File: config.mk
export PLATFORM = sky130hd
export DESIGN_NAME = wb_rr_arbiter
export DESIGN_NICKNAME = d
export VERILOG_FILES = /design/src/rtl/wb_rr_arbiter.sv
export SDC_FILE = /design/constraint.sdc
export NUM_CORES = 1
export LEC_CHECK = 0
export ABC_CLOCK_PERIOD_IN_PS = 1400
export CORE_AREA = 5 5 118 120
export DETAILED_ROUTE_END_ITERATION = 8
export DIE_AREA = 0 0 123 125
export GPL_TIMING_DRIVEN = 0
export PLACE_DENSITY = 0.6
export SLEW_MARGIN = 20
export SYNTH_ARGS = -nofsm -noshare
export SYNTH_HDL_FRONTEND = slang
export SYNTH_SLANG_ARGS = --single-unit
File: constraint.sdc
create_clock -name clk -period 1.4 [get_ports clk]
set_clock_uncertainty 0.05 [all_clocks]
set_input_delay 0.14 -clock clk [delete_from_list [all_inputs] [get_ports clk]]
set_output_delay 0.14 -clock clk [all_outputs]
set_load 0.02 [all_outputs]
File: src/rtl/wb_rr_arbiter.sv
// wb_rr_arbiter: round-robin share of one pipelined Wishbone slave port.
// Build option ARB_TIMEOUT_EN: WAIT gives up after TIMEOUT and flags m_err_o.
module wb_rr_arbiter #(
  parameter int NUM_M      = 4,
  parameter int ADDR_WIDTH = 9,
  parameter int DATA_WIDTH = 32,
  parameter int SEL_WIDTH  = DATA_WIDTH/8,
  parameter int TIMEOUT    = 15
) (
  input  logic                            clk,
  input  logic                            rst,
  input  logic [NUM_M-1:0]                m_stb_i,
  input  logic [NUM_M-1:0]                m_we_i,
  input  logic [NUM_M*ADDR_WIDTH-1:0]     m_addr_i,
  input  logic [NUM_M*DATA_WIDTH-1:0]     m_data_i,
  input  logic [NUM_M*SEL_WIDTH-1:0]      m_sel_i,
  output logic [NUM_M-1:0]                m_stall_o,
  output logic [NUM_M-1:0]                m_ack_o,
  output logic [NUM_M-1:0]                m_err_o,
  output logic [DATA_WIDTH-1:0]           m_data_o,
  output logic                            s_stb_o,
  output logic                            s_we_o,
  output logic [ADDR_WIDTH-1:0]           s_addr_o,
  output logic [DATA_WIDTH-1:0]           s_data_o,
  output logic [SEL_WIDTH-1:0]            s_sel_o,
  input  logic                            s_stall_i,
  input  logic                            s_ack_i,
  input  logic [DATA_WIDTH-1:0]           s_data_i
);

  localparam int GW = (NUM_M > 1) ? $clog2(NUM_M) : 1;
  localparam logic [GW:0] NUM_W = (GW+1)'(NUM_M);

  if (NUM_M < 2 || NUM_M > 8 || TIMEOUT < 1) begin : g_param_chk
    $error("wb_rr_arbiter: parameter out of range");
  end

  typedef enum logic [1:0] {
    IDLE,
    ISSUE,
    WAIT
  } state_t;

  state_t        state, state_nx;
  logic [GW-1:0] grant, grant_nx;
  logic [GW-1:0] last, last_nx;
  logic [GW-1:0] pick;
  logic [GW:0]   rr_idx;
  logic          any_req;
  logic          gstb;
  logic          tmo;

  // scan last+1, last+2, ... modulo NUM_M; first requester wins
  always_comb begin
    pick    = last;
    any_req = 1'b0;
    rr_idx  = '0;
    for (int k = 1; k <= NUM_M; k++) begin
      rr_idx = {1'b0, last} + (GW+1)'(k);
      if (rr_idx >= NUM_W)
        rr_idx = rr_idx - NUM_W;
      if (!any_req && m_stb_i[rr_idx[GW-1:0]]) begin
        any_req = 1'b1;
        pick    = rr_idx[GW-1:0];
      end
    end
  end

  always_comb begin
    gstb     = 1'b0;
    s_we_o   = 1'b0;
    s_addr_o = '0;
    s_data_o = '0;
    s_sel_o  = '0;
    for (int i = 0; i < NUM_M; i++) begin
      if (grant == GW'(i)) begin
        gstb     = m_stb_i[i];
        s_we_o   = m_we_i[i];
        s_addr_o = m_addr_i[i*ADDR_WIDTH +: ADDR_WIDTH];
        s_data_o = m_data_i[i*DATA_WIDTH +: DATA_WIDTH];
        s_sel_o  = m_sel_i[i*SEL_WIDTH +: SEL_WIDTH];
      end
    end
  end

`ifdef ARB_TIMEOUT_EN
  localparam int CW = $clog2(TIMEOUT+1);
  logic [CW-1:0] cnt;

  assign tmo = (cnt == CW'(TIMEOUT));

  always_ff @(posedge clk) begin
    if (!rst)
      cnt <= '0;
    else if (state != WAIT)
      cnt <= '0;
    else if (!s_ack_i)
      cnt <= cnt + CW'(1);
  end
`else
  assign tmo = 1'b0;
`endif

  always_comb begin
    state_nx  = state;
    grant_nx  = grant;
    last_nx   = last;
    s_stb_o   = 1'b0;
    m_stall_o = '1;
    m_ack_o   = '0;
    m_err_o   = '0;
    unique case (state)
      IDLE: begin
        if (any_req) begin
          grant_nx = pick;
          state_nx = ISSUE;
        end
      end
      ISSUE: begin
        s_stb_o = gstb;
        if (!s_stall_i)
          m_stall_o[grant] = 1'b0;
        if (!gstb)
          state_nx = IDLE;
        else if (!s_stall_i)
          state_nx = WAIT;
      end
      WAIT: begin
        if (s_ack_i) begin
          m_ack_o[grant] = 1'b1;
          last_nx        = grant;
          state_nx       = IDLE;
        end else if (tmo) begin
          m_err_o[grant] = 1'b1;
          last_nx        = grant;
          state_nx       = IDLE;
        end
      end
      default: state_nx = IDLE;
    endcase
  end

  assign m_data_o = s_data_i;

  always_ff @(posedge clk) begin
    if (!rst) begin
      state <= IDLE;
      grant <= '0;
      last  <= GW'(NUM_M-1);
    end else begin
      state <= state_nx;
      grant <= grant_nx;
      last  <= last_nx;
    end
  end

endmodule

==> flow_metrics.tcl <==
set metrics [dict create \
    antenna_left 0 \
    ys_ff_latch 6 \
    cts.clk_slew.worst_paths_ns 0.03 \
    cellLeakagePower_nw 2.06 \
    cts.path.max_buffers 2 \
    reg2regPathDepth 6 \
    hold_viol 0 \
    rsz0062_at_grt "true" \
    layout_min_cycle_time_ns 1.78 \
    grt.total_usage_pct 12.9 \
    grt_pass1_vias 2725 \
    yosys.area.top_type "mux4_2" \
    die_area_sq_um 15400 \
    area_delta_synth_final_pct 204 \
    fin_util_pct 41.9 \
    rows 42 \
    synth_edf_count 0 \
    synthArstFlopShare_pct 0 \
    hold_path_class "input port to register" \
    cts_inserted_buffers 3 \
    gp_congestion 0.872 \
    cp_slowest_cell "mux4_2" \
    max_freq_mhz 560 \
    netlist_area_sq_um 1770 \
    drive_gt1_share_pct 41.5 \
    cp.depth 4 \
    wirelength_um 11300 \
    path_buf_inv 3 \
    antennaDiodeCount 0 \
    vias 2518 \
    crit_path_max_incr_delay_ns 0.51 \
    drtPass1Iterations 3 \
    die_y_um 125 \
    crit_family "multiplexers" \
    start_util_pct 13.8 \
    fillers 1196 \
    io_buffers 278 \
    synth.distinct_cells 28 \
    dp_hpwl_um 9610 \
    violations "negative setup slack" \
    drtIter0Drc 41 \
    slew_viol_final 0 \
    synth_cells 145 \
    post-route-worst-setup-slack_ns -0.385 \
    arrival_ns 1.59 \
    placed_cells 602 \
    num-nets-final 672 \
    route.detailed.drc 0 \
    clk-insertion-delay-late_ns 0.22 \
    chipWidth_um 123 \
    grt_first_pass_wirelength_um 15700 \
    num_io_pins 315 \
    ys_seq_area_share_pct 6.78 \
    path_cells "clkbuf_16, buf_12, mux4_2, buf_6" \
    min_path_cells 3 \
    coreArea_sq_um 12900 \
    wl_per_cell_um 18.2 \
    cp_max_fo 5 \
    htree_levels 1 \
    crit_type "register to output pin" \
    avgSynthCellArea_sq_um 12.2 \
    grt.overflow.total 0 \
    status "finished, violations left" \
    fin_crit_sh_pct 127 \
    critPathRequiredTime_ns 1.21 \
    power_density_nw_per_um2 590 \
    startpoint_type "register" \
    critPathCaptureType "output pin" \
    antenna_found_initial 0 \
    synth_top_area_share_pct 58.5 \
    power_mw 3.18 \
    holdWs_ns 0.293 \
    cts.sinks 6 \
    cts_tree "yes" \
    grt_max_degree 11 \
    setup_violations 56 \
    cap_violations 0 \
    final_cells 622 \
    cts-root-buf "clkbuf_16" \
    place_ws_ns -0.762 \
    synth_ff_type "dfxtp_1" \
    ir_worst_vdd_mv 0.404 \
    yosysWarnings 0 \
    via_per_inst 4.05 \
    synth_area_leaders "mux4_2, buf_4, dfxtp_1" \
]
repair_timing:
action                                  CTS  global route
endpoints found under the setup margin   58            58
pin swaps                                 3             5
gates resized for setup                 296            83
gates cloned                              2             4
hold buffers                              0             0
setup buffers                             6             6
flip-flops by register name, indices dropped and copies added (netlist names):
name and flops:
grant 2, last 2, state 2
cells in the mapped netlist (all sizes together) (2+ instances only):
cell    instances
nor3            2
dfxtp           6
nand3b          4
nor3b           2
nor2            5
mux2i           2
clkbuf          5
o21ai           3
buf            43
mux4           46
o22ai           2
nand3           3
nor2b           3
o221ai          2
inv             3
nand2           5
final cells by class:
cell class | instances | area [sq um] | area share [%]
multi-input cells | 91 | 1400 | 25.9
repair buffers | 295 | 3110 | 57.7
plain buffers | 48 | 449 | 8.34
clock buffers | 3 | 75.1 | 1.39
flip-flops and latches | 6 | 126 | 2.35
inverters | 3 | 13.8 | 0.255
well taps | 176 | 220 | 4.09
worst register-to-register path, cell delays in order (launching register included):
cell and delay, ns:
dfxtp_4 0.39, buf_12 0.15, buf_12 0.11, mux2i_4 0.23, o22ai_4 0.11, nor2b_4 0.13, o21a_1 0.16
logic make-up after synthesis:
group	after synthesis	synth area share [%]
DFF	6	6.78
AOI/OAI and AO/OA	13	5.37
muxes	48	59.6
buffers and inverters	51	19.9
and+or+nand+nor	26	8.13
other	1	0.212
routing by layer:
metal | track usage (%) | wire length [um]
met5 | 0 | 0
met1 | 14.6 | 3920
met2 | 24.6 | 6060
met3 | 3.66 | 1260
met4 | 1.11 | 55
placed cells by master (no fill, tap or decap), types with 2 or more instances in the layout:
master / synthesis / layout
nand3b_1: 4 / 4
clkdlybuf4s50_1: 0 / 221
dfxtp_1: 6 / 3
buf_6: 1 / 55
nor2_1: 5 / 4
clkbuf_16: 0 / 8
conb_1: 1 / 4
nor3_4: 0 / 2
buf_8: 0 / 2
buf_12: 0 / 8
o221ai_1: 2 / 2
o21ai_0: 3 / 3
nor2b_1: 3 / 2
dfxtp_2: 0 / 2
nand2_1: 5 / 5
nand3_2: 0 / 2
inv_1: 3 / 2
clkbuf_2: 0 / 3
mux4_2: 46 / 46
dlymetal6s2s_1: 0 / 2
buf_4: 40 / 44
final timing paths:
kind | startpoint | to | slack, ns
worst max register to register | grant[0] | state[1] | -0.05
worst max-delay path | grant[0] | s_data_o[21] | -0.38
worst min register to register | last[0] | grant[0] | 0.49
worst min-delay path | m_stb_i[2] | grant[1] | 0.29
stage by stage:
| stage | cell area (sq um) | setup TNS (ns) |
|---|---|---|
| floorplan | 1830 | -1.09 |
| global placement | 4840 | -36.61 |
| detailed placement | 4840 | -36.65 |
| CTS | 5010 | -18.05 |
| global route | 5390 | -20.70 |
| finish | 5390 | -17.74 |
power breakdown:
part / internal (mW) / switching, mW
Combinational: 1.61 / 0.912
Clock: 0.366 / 0.0870
Sequential: 0.186 / 0.0233
Total: 2.16 / 1.02
No activity file was read; power rests on OpenSTA's default activity.
